File: config.mk
export PLATFORM = sky130hd
export DESIGN_NAME = wb_line_fetch_master
export DESIGN_NICKNAME = d
export VERILOG_FILES = /design/src/rtl/wb_line_fetch_master.sv
export SDC_FILE = /design/constraint.sdc
export NUM_CORES = 1
export LEC_CHECK = 0
export CAP_MARGIN = 20
export CORE_UTILIZATION = 25
export DETAILED_ROUTE_END_ITERATION = 7
export GPL_TIMING_DRIVEN = 0
export SYNTH_ARGS = -nofsm -noshare
export SYNTH_HDL_FRONTEND = slang
export SYNTH_SLANG_ARGS = --single-unit
File: constraint.sdc
create_clock -name wb_clk_i -period 5.55 [get_ports wb_clk_i]
set_input_delay 0.8325 -clock wb_clk_i [delete_from_list [all_inputs] [get_ports wb_clk_i]]
set_output_delay 0.8325 -clock wb_clk_i [all_outputs]
set_load 0.05 [all_outputs]
File: src/rtl/wb_line_fetch_master.sv
// Wishbone classic read master that streams a block of consecutive words into an FWFT FIFO.
// Latency: first strobe 2 cycles after an accepted start; one access outstanding, idle cycle between accesses.
// Backpressure: no request is issued while the FIFO is full; fetching resumes as rd_en_i frees space.
// Optional ack watchdog: define WB_TIMEOUT_EN.

// Generic first-word-fall-through FIFO; head word is visible on rd_data while not empty.
// Latency: a write is visible at the head one cycle later.
// Backpressure: the writer must respect full; pops while empty are ignored.
module wb_line_fetch_fifo #(
    parameter int DATA_W = 16,
    parameter int DEPTH  = 16
) (
    input  logic                   clk,
    input  logic                   rst,
    input  logic                   wr_en,
    input  logic [DATA_W-1:0]      wr_data,
    input  logic                   rd_en,
    output logic [DATA_W-1:0]      rd_data,
    output logic                   empty,
    output logic                   full,
    output logic [$clog2(DEPTH):0] level
);
    localparam int AW = $clog2(DEPTH);
    localparam int LW = AW + 1;

    logic [DATA_W-1:0] mem [DEPTH];
    logic [AW-1:0]     wr_ptr;
    logic [AW-1:0]     rd_ptr;
    logic              pop;

    assign empty   = (level == '0);
    assign full    = (level == LW'(DEPTH));
    assign pop     = rd_en && !empty;
    assign rd_data = mem[rd_ptr];

    // Storage carries no reset: contents are meaningless while empty.
    always_ff @(posedge clk) begin
        if (wr_en) begin
            mem[wr_ptr] <= wr_data;
        end
    end

    always_ff @(posedge clk or posedge rst) begin
        if (rst) begin
            wr_ptr <= '0;
            rd_ptr <= '0;
            level  <= '0;
        end else begin
            if (wr_en) begin
                wr_ptr <= wr_ptr + 1'b1;
            end
            if (pop) begin
                rd_ptr <= rd_ptr + 1'b1;
            end
            case ({wr_en, pop})
                2'b10:   level <= level + 1'b1;
                2'b01:   level <= level - 1'b1;
                default: level <= level;
            endcase
        end
    end
endmodule

module wb_line_fetch_master #(
    parameter int ADDR_W         = 24,
    parameter int DATA_W         = 16,
    parameter int LEN_W          = 10,
    parameter int FIFO_DEPTH     = 16,
    parameter int TIMEOUT_CYCLES = 255
) (
    input  logic                          wb_clk_i,
    input  logic                          wb_rst_i,
    input  logic                          start_i,
    input  logic [ADDR_W-1:0]             start_addr_i,
    input  logic [LEN_W-1:0]              len_i,
    output logic                          busy_o,
    output logic                          done_o,
    output logic                          err_o,
    output logic                          wb_cyc_o,
    output logic                          wb_stb_o,
    output logic                          wb_we_o,
    output logic [ADDR_W-1:0]             wb_adr_o,
    output logic [1:0]                    wb_sel_o,
    input  logic                          wb_ack_i,
    input  logic [DATA_W-1:0]             wb_dat_i,
    input  logic                          rd_en_i,
    output logic [DATA_W-1:0]             rd_data_o,
    output logic                          fifo_empty_o,
    output logic [$clog2(FIFO_DEPTH):0]   fifo_level_o
);
    typedef enum logic [1:0] {
        IDLE,
        REQ,
        WAIT_ACK,
        DONE
    } state_t;

    state_t            state_q;
    state_t            state_d;
    logic [ADDR_W-1:0] addr_q;
    logic [ADDR_W-1:0] addr_d;
    logic [LEN_W-1:0]  remaining_q;
    logic [LEN_W-1:0]  remaining_d;
    logic              fifo_push;
    logic              fifo_full;

    if (FIFO_DEPTH < 2 || (FIFO_DEPTH & (FIFO_DEPTH - 1)) != 0 || TIMEOUT_CYCLES < 1) begin : g_bad_params
        $error("wb_line_fetch_master: FIFO_DEPTH must be a power of two >= 2 and TIMEOUT_CYCLES >= 1");
    end

    // Bus strobes come straight from the state register so reset removes them asynchronously.
    assign wb_cyc_o = (state_q == WAIT_ACK);
    assign wb_stb_o = (state_q == WAIT_ACK);
    assign wb_we_o  = 1'b0;
    assign wb_sel_o = 2'b11;
    assign wb_adr_o = addr_q;
    assign busy_o   = (state_q == REQ) || (state_q == WAIT_ACK);
    assign done_o   = (state_q == DONE);

`ifdef WB_TIMEOUT_EN
    localparam int TMO_W = $clog2(TIMEOUT_CYCLES + 1);

    logic [TMO_W-1:0] tmo_cnt_q;
    logic             err_q;
    logic             err_d;
    logic             tmo_hit;

    assign tmo_hit = (state_q == WAIT_ACK) && !wb_ack_i &&
                     (tmo_cnt_q == TMO_W'(TIMEOUT_CYCLES - 1));
    assign err_o   = err_q;

    always_ff @(posedge wb_clk_i or posedge wb_rst_i) begin
        if (wb_rst_i) begin
            tmo_cnt_q <= '0;
            err_q     <= 1'b0;
        end else begin
            err_q <= err_d;
            if (state_q == WAIT_ACK) begin
                tmo_cnt_q <= tmo_cnt_q + 1'b1;
            end else begin
                tmo_cnt_q <= '0;
            end
        end
    end
`else
    assign err_o = 1'b0;
`endif

    always_comb begin
        state_d     = state_q;
        addr_d      = addr_q;
        remaining_d = remaining_q;
        fifo_push   = 1'b0;
`ifdef WB_TIMEOUT_EN
        err_d       = err_q;
`endif
        unique case (state_q)
            IDLE: begin
                if (start_i) begin
`ifdef WB_TIMEOUT_EN
                    err_d = 1'b0;
`endif
                    if (len_i != '0) begin
                        addr_d      = start_addr_i;
                        remaining_d = len_i;
                        state_d     = REQ;
                    end else begin
                        state_d = DONE;
                    end
                end
            end
            REQ: begin
                if (!fifo_full) begin
                    state_d = WAIT_ACK;
                end
            end
            WAIT_ACK: begin
                // Only one access is ever outstanding and REQ checked for space, so the push always fits.
                if (wb_ack_i) begin
                    fifo_push   = 1'b1;
                    addr_d      = addr_q + 1'b1;
                    remaining_d = remaining_q - 1'b1;
                    state_d     = (remaining_q == LEN_W'(1)) ? DONE : REQ;
                end
`ifdef WB_TIMEOUT_EN
                else if (tmo_hit) begin
                    err_d       = 1'b1;
                    remaining_d = '0;
                    state_d     = DONE;
                end
`endif
            end
            DONE: begin
                state_d = IDLE;
            end
            default: begin
                state_d = IDLE;
            end
        endcase
    end

    always_ff @(posedge wb_clk_i or posedge wb_rst_i) begin
        if (wb_rst_i) begin
            state_q     <= IDLE;
            addr_q      <= '0;
            remaining_q <= '0;
        end else begin
            state_q     <= state_d;
            addr_q      <= addr_d;
            remaining_q <= remaining_d;
        end
    end

    wb_line_fetch_fifo #(
        .DATA_W (DATA_W),
        .DEPTH  (FIFO_DEPTH)
    ) u_fifo (
        .clk     (wb_clk_i),
        .rst     (wb_rst_i),
        .wr_en   (fifo_push),
        .wr_data (wb_dat_i),
        .rd_en   (rd_en_i),
        .rd_data (rd_data_o),
        .empty   (fifo_empty_o),
        .full    (fifo_full),
        .level   (fifo_level_o)
    );
endmodule

==> flow_summary_export.csv, run 1 <==
group,metric,value,unit
grt,grtUsageTotal,0.119,
place,dp.cells,1529,
yosys,syn-cell-area,0.0130,sq mm
place,portBuffers,104,
grt,grt_pass1_wl,47.5,mm
timing,slew_viol_final,0,
timing,max_freq,242,MHz
timing,worst_pin_slew,1.09,ns
grt,grt_pass1_vias,7610,
yosys,yosysTopAreaCell,"edfxtp_1",
routing,drtPass1Iterations,7,
clocking,cts_root_buf,"clkbuf_16",
yosys,netlist_instances,741,
timing,fin_skew,0.00898,ns
yosys,synth_top_cell_area_share,0.592,
timing,fin_crit_sh,0.744,
final_layout,drive_gt1_frac,0.170,
grt,grt_max_degree,39,
worst_setup_path,start_kind,"flip-flop",
timing,hold_viol_final,0,
timing,final-setup-viol-count,0,
routing,via_count,7449,
power,p_seq_frac,0.335,
yosys,ys_types,65,
floorplan,ioPinCount,109,
timing,tns,0,ns
worst_setup_path,worstPathArrival,3.29,ns
routing,drt-total-wl,31.4,mm
floorplan,initial_core_util,0.253,
final_layout,syn2layout_area_growth,23.9,%
yosys,ys_seq_area_frac,0.686,
yosys,synth-edff-count,256,
yosys,synth_ff_type,"edfxtp_1",
clocking,cts_made_buffers,31,
place,hpwl,19.8,mm
job,maxCapViolations,0,
timing,period_needed,4.13,ns
final_layout,n_fill_cell,5019,
floorplan,die_area,0.0529,sq mm
yosys,synth_area_leaders,"edfxtp_1 (59%), mux4_2 (12%), dfrtp_1 (9.4%)",
power,power,8.94,mW
clocking,clock_latency,0.58,ns
floorplan,core_area,0.0513,sq mm
grt,antenna_found_initial,1,
power,cellLeakagePower,5.31,nW
clocking,cts-resized-gates,0,
floorplan,die_x,230,um
routing,drt_iter0_markers,590,
power,internal-power,5.49,mW
final_layout,utilization,0.314,
final_layout,diodes,0,
yosys,syn_avg_cell_area,17.5,sq um
yosys,ys_async_sr_fraction,0.161,
final_layout,fin_nets,960,
power,p_switching,3.45,mW
power,pwr-share-clk,0.238,
routing,drc,0,
grt,overflow,0,
clocking,clk_pin_slew_worst_paths,0.06,ns
clocking,ctsHoldBuffers,0,
clocking,clockBufferDepth,3,
power,comb_power_share,0.426,
floorplan,fp.dieH,230,um
worst_setup_path,worst_setup_path_end_kind,"primary output",
clocking,ctsHtreeMaxLevel,1,
power,switching_share,0.386,
status,status,"finished, final reports clean",
final_layout,fin_area,0.0161,sq mm
clocking,cts_sinks,305,
final_layout,multiInputGateArea,0.00374,sq mm
clocking,post-cts-setup-buffers,0,
clocking,cts_tree,"done",
yosys,ys_warn_count,0,
worst_hold_path,holdCritPathClass,"flip-flop to flip-flop",
routing,viasPerCell,4.68,
timing,max_slew_margin,0.271,
worst_setup_path,path_class,"flip-flop to primary output",
floorplan,core.rowCount,83,
place,placed_area,0.0149,sq mm
routing,wl_per_cell,19.8,um
place,gp_congestion,0.882,
power,ir_worst_vdd,0.411,mV
timing,rsz0062_at_grt,"no",
final_layout,seqCellArea,0.00891,sq mm
routing,ant_nets,0,
final_layout,layout.cells.non_filler,1592,
worst_setup_path,crit_fanout,10,
yosys,synth_seq_cells,305,
worst_setup_path,required,4.72,ns
power,p_per_area,555,mW/mm^2
-- cell usage after synthesis (all sizes together) (16+ instances only) --
cell type  count
and2          16
nand2         38
nor2          20
edfxtp       256
dfrtp         49
ha            17
nand3         19
clkbuf        16
buf           29
mux4          80
o21ai         26
a21oi         33
-- state kept, by name (all words and copies together), names as in the netlist --
register,flops
u_fifo.rd_ptr,4
u_fifo.wr_ptr,4
u_fifo.mem,256
wb_adr_o,24
remaining_q,10
u_fifo.level,5
state_q,2
-- cells in the final DEF (no fill, tap or decap), types with 14 or more instances in the layout --
cell | Yosys | routed
edfxtp_1 | 256 | 256
clkdlybuf4s50_1 | 0 | 104
mux4_2 | 67 | 67
dfrtp_1 | 49 | 49
nand2_1 | 38 | 38
a21oi_1 | 33 | 33
clkbuf_16 | 0 | 31
o21ai_0 | 24 | 24
nor2_1 | 20 | 20
nand3_1 | 19 | 19
clkbuf_1 | 15 | 18
ha_1 | 17 | 17
and2_1 | 15 | 15
nand4_1 | 14 | 14
buf_2 | 14 | 14
-- per-stage QoR --
step / setup WS (ns) / hold WS, ns
global route: 1.32 / 0.544
finish: 1.42 / 0.529
detailed placement: 1.99 / 0.512
CTS: 1.35 / 0.525
floorplan: 2.04 / 0.463
global placement: 1.98 / 0.488
-- worst max-delay path, stage by stage, from the launching register on --
cell             delay, ns
dfrtp_1               0.38
clkbuf_1              0.64
mux4_2                0.43
mux4_2                0.53
clkdlybuf4s50_1       0.73
-- power by group through the flow --
stage	Combinational, mW	Clock (mW)	Sequential [mW]
floorplan	2.34	0	3.32
global placement	3.79	0	3.03
detailed placement	3.83	0	3.03
CTS	3.85	2.18	2.99
global route	4.06	2.26	3.03
finish	3.81	2.13	3.00
-- cell families after synthesis --
family	Yosys count	share of synthesized area
multiplexers	87	0.148
XOR/XNOR	11	0.00742
adder cells (fa/ha/maj)	18	0.0179
buffers and inverters	57	0.0263
flip-flops	305	0.686
AND/OR/NAND/NOR	151	0.0608
other	2	0.000578
AO/OA/AOI/OAI	110	0.0527
-- worst paths after layout --
kind / startpoint / depth (start not counted) / slack (ns) / endpoint
worst min register to register: remaining_q[9] / 2 / 0.53 / remaining_q[9]
worst min-delay path: remaining_q[9] / 2 / 0.53 / remaining_q[9]
worst max-delay path: u_fifo.rd_ptr[1] / 4 / 1.42 / rd_data_o[15]
worst max register to register: state_q[0] / 6 / 2.30 / u_fifo.mem[11][12]
max in group asynchronous: wb_rst_i / 3 / 4.43 / u_fifo.rd_ptr[3]
min in group asynchronous: wb_rst_i / 2 / 0.57 / wb_adr_o[4]
-- layout make-up --
type                    instances  area share
multi-input cells             381       0.232
well taps                     680      0.0529
flip-flops and latches        305       0.554
plain buffers                  46      0.0187
repair buffers                111      0.0754
clock inverters                24      0.0154
inverters                      11     0.00257
clock buffers                  34      0.0489
-- metal layers --
layer,vias to the layer above,GRT usage,share of wire
li1,3300,-,-
met1,3779,0.164,0.44
met2,322,0.189,0.47
met3,46,0.0260,0.068
met4,2,0.0284,0.018
met5,-,0,0.00038
(Power assumes the default switching activity.)
==> run 2: changes to the inputs <==
==> constraint.sdc (replaced) <==
create_clock -name wb_clk_i -period 4.24 [get_ports wb_clk_i]
set_input_delay 0.636 -clock wb_clk_i [delete_from_list [all_inputs] [get_ports wb_clk_i]]
set_output_delay 0.636 -clock wb_clk_i [all_outputs]
set_load 0.05 [all_outputs]
==> results of run 2 <==
Same layout as run 1 (identical final DEF). Status: finished, final reports clean.
Among the figures that moved: setup slack after placement 1.99 ns -> 0.872 ns; clock-pin slew on the worst setup and hold paths 0.06 ns -> 0.07 ns; setup slack after layout 1.42 ns -> 0.309 ns; hold slack 0.529 ns -> 0.373 ns; register-to-register setup slack 2.30 ns -> 0.99 ns; total power 8.94 mW -> 11.7 mW; worst IR drop on VDD 0.411 mV -> 0.538 mV
==> run 3: changes to the inputs <==
--- a/config.mk
+++ b/config.mk
@@ -6,6 +6,7 @@
 export NUM_CORES = 1
 export LEC_CHECK = 0
 export CAP_MARGIN = 20
+export CORE_MARGIN = 1.5
 export CORE_UTILIZATION = 25
 export DETAILED_ROUTE_END_ITERATION = 7
 export GPL_TIMING_DRIVEN = 0
==> run 3 against run 2 <==
Compared with the run above: cell count rose by 0.13%; worst setup slack improved by 0.012 ns; via count fell by 0.98%; register-to-register slack improved by 0.07 ns; critical path depth did not move; die area rose by 0.87%; sequential share of layout area barely moved; power fell by 0.16%; hold slack improved by 0.075 ns; clock power barely moved; non-clock buffer count rose by 2; first-iteration DRC count fell by 11%.
==> flow_summary_export.csv, run 3 (synthesis gave the netlist of run 1 again) <==
group,metric,value,unit
place,dp.cells,1530,
place,hpwl,20.0,mm
power,p_switching,4.51,mW
clocking,post-cts-setup-buffers,0,
final_layout,regMostFlops,"u_fifo.mem",
worst_setup_path,worstPathArrival,3.28,ns
floorplan,core_area,0.0513,sq mm
power,internal-power,7.17,mW
worst_setup_path,crit_fanout,10,
status,status,"finished, final reports clean",
routing,drt-total-wl,31.7,mm
power,p_per_area,726,mW/mm^2
clocking,ctsHoldBuffers,0,
routing,viasPerCell,4.63,
floorplan,core.rowCount,83,
grt,grt_pass1_wl,47.7,mm
floorplan,ioPinCount,109,
grt,antenna_found_initial,1,
floorplan,die_area,0.0533,sq mm
timing,tns,0,ns
power,comb_power_share,0.428,
grt,grtUsageTotal,0.119,
worst_setup_path,required,3.60,ns
clocking,clk_pin_slew_worst_paths,0.07,ns
grt,overflow,0,
final_layout,layout_common_cells,"edfxtp_1 (256), clkdlybuf4s50_1 (104), mux4_2 (67), dfrtp_1 (49), nand2_1 (38)",
worst_setup_path,path_class,"flip-flop to primary output",
timing,fin_crit_sh,0.924,
timing,slew_viol_final,0,
final_layout,fin_nets,962,
floorplan,fp.dieH,231,um
routing,drtPass1Iterations,5,
clocking,cts-resized-gates,0,
worst_setup_path,start_kind,"flip-flop",
timing,worst_pin_slew,1.09,ns
timing,fin_skew,0.0125,ns
clocking,cts_made_buffers,31,
clocking,cts_tree,"done",
final_layout,final_common_cell,"edfxtp_1",
routing,ant_nets,0,
routing,drt_iter0_markers,524,
final_layout,seqCellArea,0.00891,sq mm
final_layout,multiInputGateArea,0.00374,sq mm
timing,period_needed,3.92,ns
final_layout,largest_register_ffs,256,
timing,final-setup-viol-count,0,
job,maxCapViolations,0,
timing,hold_viol_final,0,
floorplan,initial_core_util,0.253,
clocking,clock_latency,0.59,ns
power,p_seq_frac,0.335,
final_layout,drive_gt1_frac,0.168,
timing,rsz0062_at_grt,"no",
timing,max_slew_margin,0.271,
worst_setup_path,worst_setup_path_end_kind,"primary output",
worst_hold_path,holdCritPathClass,"input pin to asynchronous set/reset pin",
final_layout,layout.cells.non_filler,1594,
power,ir_worst_vdd,0.465,mV
routing,via_count,7376,
final_layout,syn2layout_area_growth,24.0,%
timing,max_freq,255,MHz
power,pwr-share-clk,0.237,
final_layout,diodes,0,
final_layout,n_fill_cell,5041,
power,cellLeakagePower,5.32,nW
place,portBuffers,104,
power,power,11.7,mW
power,switching_share,0.386,
clocking,clockBufferDepth,3,
place,gp_congestion,0.882,
grt,grt_max_degree,27,
routing,drc,0,
routing,wl_per_cell,19.9,um
clocking,cts_sinks,305,
grt,grt_pass1_vias,7608,
floorplan,die_x,231,um
clocking,cts_root_buf,"clkbuf_16",
clocking,ctsHtreeMaxLevel,1,
-- run 3: path summary, 6_finish.rpt --
kind	cells past startpoint	slack [ns]	endpoint	from
worst max-delay path	4	0.32	rd_data_o[15]	u_fifo.rd_ptr[1]
worst min-delay path	2	0.45	wb_adr_o[9]	wb_rst_i
worst max register to register	6	1.06	u_fifo.mem[10][1]	state_q[0]
worst min register to register	1	0.54	u_fifo.wr_ptr[2]	u_fifo.wr_ptr[2]
max in group asynchronous	3	3.21	u_fifo.level[2]	wb_rst_i
min in group wb_clk_i	1	0.54	u_fifo.wr_ptr[2]	u_fifo.wr_ptr[2]
-- run 3: metal layers --
metal	share of wire	up-vias	GRT usage	wire [um]
met3	0.063	47	0.0251	2010
met1	0.46	3740	0.168	14600
met4	0.019	2	0.0249	596
met2	0.46	290	0.188	14500
li1	-	3297	-	-
met5	0.00041	-	0	13
-- run 3: critical path, cell delays in order, from the launching register on --
cell and delay (ns):
dfrtp_1 0.38, clkbuf_1 0.63, mux4_2 0.41, mux4_2 0.54, clkdlybuf4s50_1 0.74
-- run 3: area by class of cell --
type | instances | area share
buffer | 46 | 0.0186
clock buffer | 36 | 0.0493
clock inverter | 22 | 0.0141
inverter | 11 | 0.00256
multi-input combinational | 381 | 0.232
sequential | 305 | 0.554
tap | 680 | 0.0528
timing repair buffer | 113 | 0.0765
-- run 3: metrics by stage --
stage | hold WS [ns] | setup slack, ns | util | instance area [sq um]
5_1_grt | 0.496 | 0.195 | 0.314 | 16100
3_5_place_dp | 0.522 | 0.875 | 0.291 | 14900
2_1_floorplan | 0.463 | 0.730 | - | 13000
4_1_cts | 0.446 | 0.238 | 0.311 | 16000
6_report | 0.448 | 0.321 | 0.314 | 16100
3_3_place_gp | 0.491 | 0.889 | 0.290 | 14900
-- run 3: power groups by stage --
stage                     logic (mW)  registers, mW  clock network [mW]
after floorplan                 3.07           4.34                   0
after global placement          4.98           3.95                   0
after detailed placement        5.03           3.96                   0
after CTS                       5.05           3.90                2.84
after global routing            5.33           3.96                2.95
final                           5.00           3.92                2.77
